File: src/rtl/safety_pkg.sv
// safety_pkg: shared state encoding and counter sizing for the safety enable sequencer.
package safety_pkg;

    typedef enum logic [1:0] {
        IDLE   = 2'd0,
        ARMING = 2'd1,
        RUN    = 2'd2,
        FAULT  = 2'd3
    } safety_state_t;

    function automatic int cnt_width(input int max_val);
        return (max_val < 2) ? 1 : $clog2(max_val + 1);
    endfunction

endpackage

File: src/rtl/debounce_filter.sv
// debounce_filter: asserts after DEBOUNCE_CYCLES consecutive high inputs, drops on the first low.
module debounce_filter
    import safety_pkg::*;
#(
    parameter int DEBOUNCE_CYCLES = 100000
) (
    input  logic clock,
    input  logic reset_n,
    input  logic din_s,
    output logic dout_db
);

    localparam int W = cnt_width(DEBOUNCE_CYCLES);
    localparam logic [W-1:0] MAX = W'(DEBOUNCE_CYCLES);

    logic [W-1:0] cnt;

    always_ff @(posedge clock or negedge reset_n) begin
        if (!reset_n)
            cnt <= '0;
        else if (!din_s)
            cnt <= '0;
        else if (cnt != MAX)
            cnt <= cnt + 1'b1;
    end

    assign dout_db = (cnt == MAX);

endmodule

File: src/rtl/safety_enable_sequencer.sv
// safety_enable_sequencer: conditions operator buttons and runs the IDLE/ARMING/RUN/FAULT
// safety FSM that drives the motor enable.
module safety_enable_sequencer
    import safety_pkg::*;
#(
    parameter int DEBOUNCE_CYCLES = 100000,
    parameter int ARM_HOLD_CYCLES = 50000000
) (
    input  logic       clock,
    input  logic       reset_n,
    input  logic       start_btn,
    input  logic       stop_btn,
    input  logic       estop_btn,
    input  logic       fault_clear_btn,
    input  logic       ext_fault,
    output logic       motor_enable,
    output logic [1:0] state,
    output logic       fault_latched
);

    localparam int AW = cnt_width(ARM_HOLD_CYCLES - 1);
    localparam logic [AW-1:0] ARM_LAST = AW'(ARM_HOLD_CYCLES - 1);

    logic [3:0] sync1, sync2;
    logic start_s, stop_s, estop_s, clear_s;
    logic start_db, stop_db, clear_db, estop_rel_db, estop_db;
    logic start_q, clear_q, start_ok, start_rise, clear_rise, flt;
    logic [1:0] prime;
    logic [AW-1:0] arm;
    safety_state_t st;

    assign {start_s, stop_s, estop_s, clear_s} = sync2;

    always_ff @(posedge clock or negedge reset_n) begin
        if (!reset_n) begin
            sync1 <= '0;
            sync2 <= '0;
        end else begin
            sync1 <= {start_btn, stop_btn, estop_btn, fault_clear_btn};
            sync2 <= sync1;
        end
    end

    debounce_filter #(.DEBOUNCE_CYCLES(DEBOUNCE_CYCLES)) u_start (
        .clock(clock), .reset_n(reset_n), .din_s(start_s), .dout_db(start_db));
    debounce_filter #(.DEBOUNCE_CYCLES(DEBOUNCE_CYCLES)) u_stop (
        .clock(clock), .reset_n(reset_n), .din_s(stop_s), .dout_db(stop_db));
    debounce_filter #(.DEBOUNCE_CYCLES(DEBOUNCE_CYCLES)) u_clear (
        .clock(clock), .reset_n(reset_n), .din_s(clear_s), .dout_db(clear_db));
    // E-stop trips instantly from estop_s; only its release is filtered.
    debounce_filter #(.DEBOUNCE_CYCLES(DEBOUNCE_CYCLES)) u_estop (
        .clock(clock), .reset_n(reset_n), .din_s(!estop_s), .dout_db(estop_rel_db));

    assign estop_db = !estop_rel_db;

    // start_ok blocks arming until start has been seen released through a primed synchroniser,
    // so a button held across reset never produces a start edge.
    always_ff @(posedge clock or negedge reset_n) begin
        if (!reset_n) begin
            start_q  <= 1'b0;
            clear_q  <= 1'b0;
            prime    <= '0;
            start_ok <= 1'b0;
        end else begin
            start_q  <= start_db;
            clear_q  <= clear_db;
            prime    <= {prime[0], 1'b1};
            start_ok <= start_ok | (prime[1] & !start_s);
        end
    end

    assign start_rise = start_db && !start_q && start_ok;
    assign clear_rise = clear_db && !clear_q;
    assign flt        = estop_s || ext_fault;

    always_ff @(posedge clock or negedge reset_n) begin
        if (!reset_n) begin
            st  <= IDLE;
            arm <= '0;
        end else if (flt) begin
            st <= FAULT;
        end else begin
            unique case (st)
                IDLE: if (start_rise && !stop_db) begin
                    st  <= ARMING;
                    arm <= '0;
                end
                ARMING: if (stop_db || !start_db)
                    st <= IDLE;
                else if (arm == ARM_LAST)
                    st <= RUN;
                else
                    arm <= arm + 1'b1;
                RUN: if (stop_db)
                    st <= IDLE;
                FAULT: if (!estop_db && !estop_s && !ext_fault && clear_rise)
                    st <= IDLE;
            endcase
        end
    end

    assign state         = st;
    assign motor_enable  = (st == RUN);
    assign fault_latched = (st == FAULT);

endmodule

File: config.mk
export PLATFORM = sky130hd
export DESIGN_NAME = safety_enable_sequencer
export DESIGN_NICKNAME = d
export VERILOG_FILES = /design/src/rtl/safety_pkg.sv /design/src/rtl/debounce_filter.sv /design/src/rtl/safety_enable_sequencer.sv
export SDC_FILE = /design/constraint.sdc
export NUM_CORES = 1
export LEC_CHECK = 0
export ABC_AREA = 1
export CAP_MARGIN = 25
export CORE_MARGIN = 10
export CORE_UTILIZATION = 45
export CTS_BUF_LIST = sky130_fd_sc_hd__clkbuf_4
export CTS_CLUSTER_DIAMETER = 40
export DETAILED_ROUTE_END_ITERATION = 10
export GPL_TIMING_DRIVEN = 0
export PLACE_DENSITY = 0.7
export SLEW_MARGIN = 15
export SYNTH_ARGS = -nofsm -noshare
export SYNTH_HDL_FRONTEND = slang
export SYNTH_SLANG_ARGS = --single-unit
File: constraint.sdc
create_clock -name clock -period 3.8 [get_ports clock]
set_input_delay 0.95 -clock clock [delete_from_list [all_inputs] [get_ports clock]]
set_output_delay 0.95 -clock clock [all_outputs]
set_load 0.02 [all_outputs]
==> run summary <==
Outcome -> finished clean
Crit Path Max Fanout -> 8
Global router's overall resource usage -> 15.2%
Final wirelength -> 13600 um
Data arrival time of the critical path -> 2290 ps
Category of the most critical setup path -> reg -> out
Synth warnings -> 0
Area growth from synthesis to layout -> 7.81%
Core area -> 13800 um2
Leading cell types in the layout, fill and taps excluded -> 239 x nand2_1, 156 x nor2_1, 109 x dfrtp_1, 102 x inv_1, 46 x nand4_1
Detail Route Antenna Nets -> 0
Clock skew -> 18.6 ps
Terminus of the critical flop-to-flop path -> arm[8]$_DFFE_PN0P_
Drt wl/cell -> 12.4 um
Slowest stage cell, crit path -> clkdlybuf4s50_1
Count of final max-slew check failures -> 0
Timing startpoint of the critical path -> state[1]$_DFFE_PN0P_
Inserted Clock Buffers -> 9
Max-slew headroom at the worst pin -> 64.3%
Longest individual stage delay on the worst path -> 660 ps
Starting density of the core -> 45.5%
X dimension of the die -> 138 um
1st-iter DRT viols -> 484
Crit start category -> flop
Avg Synthesized Cell Area -> 7.08 um2
Delay-heaviest family, CP -> buffers and inverters
Floorplan die area -> 19000 um2
Count of instances resized after the clock tree is built -> 0
Number of cells on the critical path -> 3
Setup repair after global routing missed its margin -> false
Clock period minus worst slack -> 3240 ps
DRC violations left -> 0
Share of the cycle needed by the critical path after routing -> 85.3%
Via count of the first global-routing pass -> 5103
DIE HEIGHT -> 138 um
Crit path required time -> 2850 ps
Post-Place Setup Slack -> 1050 ps
Final Hold Viols -> 0
Endpoint of the worst setup timing path -> motor_enable
Static power due to leakage -> 0.00289 uW
Startpoint of the worst register-to-register path -> arm[0]$_DFFE_PN0P_
Core Rows -> 43
Largest net degree at the start of global routing -> 66
Max-Cap Viols -> 0
Post-synthesis sequential area ratio -> 43.6%
Gate count of the mapped netlist -> 884
Design Power -> 1850 uW
Unique cell type count in the Yosys netlist -> 37
Via count -> 5539
Logic depth of the worst register-to-register path -> 9
Leading area contributor after synthesis -> dfrtp_1
Post-DP HPWL -> 10200 um
Worst ir drop on vdd -> 0.254 mV
Cells along the critical path -> clkinv_1 > nor2_1 > clkdlybuf4s50_1
Vias per cell -> 5.08
Number of setup violations in the final report -> 0
Number of buffers and inverters on the critical path -> 2
Library cell used as clock root buffer -> clkbuf_4
Sink Count -> 109
Register bit count reported by yosys -> 109
Cell area after synthesis -> 6260 um2
Total I/O pin count -> 11
Hold Path Class -> in -> async
DRT Pass-1 Iters -> 5
Nets@finish -> 922
Number of post-CTS setup repair buffers -> 0
Global-route wire length before repair -> 23800 um
Clock slew at reported path FFs -> 180 ps
Ratio of cells with drive above 1 in the final layout -> 5.16%
Commonest non-fill, non-tap cell in the layout -> nand2_1
Worst skew pair latency -> 520 ps
Cells taking the most area after synthesis -> dfrtp_1 44%, nand2_1 14%, nor2_1 9.4%
Count of placed standard cells in the final layout, fillers left out -> 1091
Count of hold-fix buffers inserted at cts -> 0
Antenna violations before repair -> 0
Cell Pwr Density -> 274 nW/um2
Capturing element type of the critical path -> output port
Last weighted congestion value of the routability-driven placer -> 0.963
Worst setup margin -> 560 ps
CTS H-tree lvls -> 3
Fraction of post-synthesis cell area in the top cell type by area -> 43.6%
Clock Path Buffers -> 2
Transition time at the pin with the least slew margin -> 535 ps
Remaining Overflow, GRT -> 0
Register-to-register setup slack -> 1710 ps
TritonCTS clock tree -> yes
Count of placed standard cells including taps -> 1075
Syn_nets -> 900
N_diodes -> 0
Number of port buffers -> 10
Peak clock frequency supported by timing -> 0.309 GHz
==> cell type report <==
cell class              instances  area (um2)
repair buffers                 11         129
fillers                      1434        7020
well taps                     180         225
plain buffers                  17        87.6
inverters                     111         417
clock inverters                 7        67.6
flip-flops and latches        109        2730
clock buffers                   9        67.6
multi-input cells             647        3030
==> logic make-up (layout without fill, tap and decap cells) <==
| kind of cell | count (synthesis) | in the layout | synth area share (%) |
|---|---|---|---|
| XOR/XNOR | 11 | 11 | 1.54 |
| other | 1 | 1 | 0.0599 |
| flip-flops | 109 | 109 | 43.6 |
| buffers and inverters | 128 | 155 | 8.05 |
| AO/OA/AOI/OAI | 95 | 95 | 8.33 |
| AND/OR/NAND/NOR | 531 | 531 | 36.7 |
| adder cells (fa/ha/maj) | 9 | 9 | 1.80 |
==> layer usage <==
metal,vias to the layer above,track usage (%),routed length [um]
met5,-,0,0
met4,0,5.04,243
met3,20,3.19,467
met2,97,24.1,6200
met1,2525,20.1,6660
li1,2897,-,-
==> stage by stage <==
step	setup TNS, ps	utilization, %	area (um2)	hold slack (ps)
6_report	0	49.0	6750	319
5_1_grt	0	49.0	6750	313
4_1_cts	0	49.0	6750	293
3_5_place_dp	0	48.0	6620	337
3_3_place_gp	-260050	47.8	6590	334
2_1_floorplan	0	-	6260	331
==> sequential cells by signal, indices dropped and copies added, names as in the netlist <==
name,cells
arm,26
u_clear.cnt,17
u_estop.cnt,17
u_start.cnt,17
u_stop.cnt,17
sync1,4
sync2,4
prime,2
state,2
clear_q,1
start_ok,1
start_q,1
==> where the power goes <==
part           internal [uW]  switching (uW)  total [uW]
Combinational           28.4            62.7        91.0
Clock                    150             420         570
Sequential              1180            11.9        1190
==> cell usage after synthesis, drive strengths merged <==
| master | number |
|---|---|
| a211o | 1 |
| a211oi | 4 |
| a21oi | 44 |
| a31oi | 2 |
| and3 | 2 |
| buf | 9 |
| clkbuf | 8 |
| clkinv | 3 |
| conb | 1 |
| dfrtp | 109 |
| ha | 9 |
| inv | 108 |
| nand2 | 244 |
| nand3 | 36 |
| nand4 | 47 |
| nor2 | 161 |
| nor3 | 26 |
| nor3b | 8 |
| nor4 | 5 |
| o211a | 1 |
| o21ai | 38 |
| o21bai | 3 |
| o221ai | 1 |
| o31ai | 1 |
| or2 | 2 |
| xnor2 | 5 |
| xor2 | 6 |
==> worst min-delay path by stage <==
stage,from,to,cells after the start
finish,reset_n,u_start.cnt[9]$_DFFE_PN0P_,1
global placement,prime[0]$_DFF_PN0_,prime[1]$_DFF_PN0_,0
floorplan,prime[0]$_DFF_PN0_,prime[1]$_DFF_PN0_,0
global route,reset_n,u_start.cnt[9]$_DFFE_PN0P_,1
CTS,reset_n,u_start.cnt[9]$_DFFE_PN0P_,1
detailed placement,sync1[1]$_DFF_PN0_,sync2[1]$_DFF_PN0_,0
(Power assumes the default switching activity.)
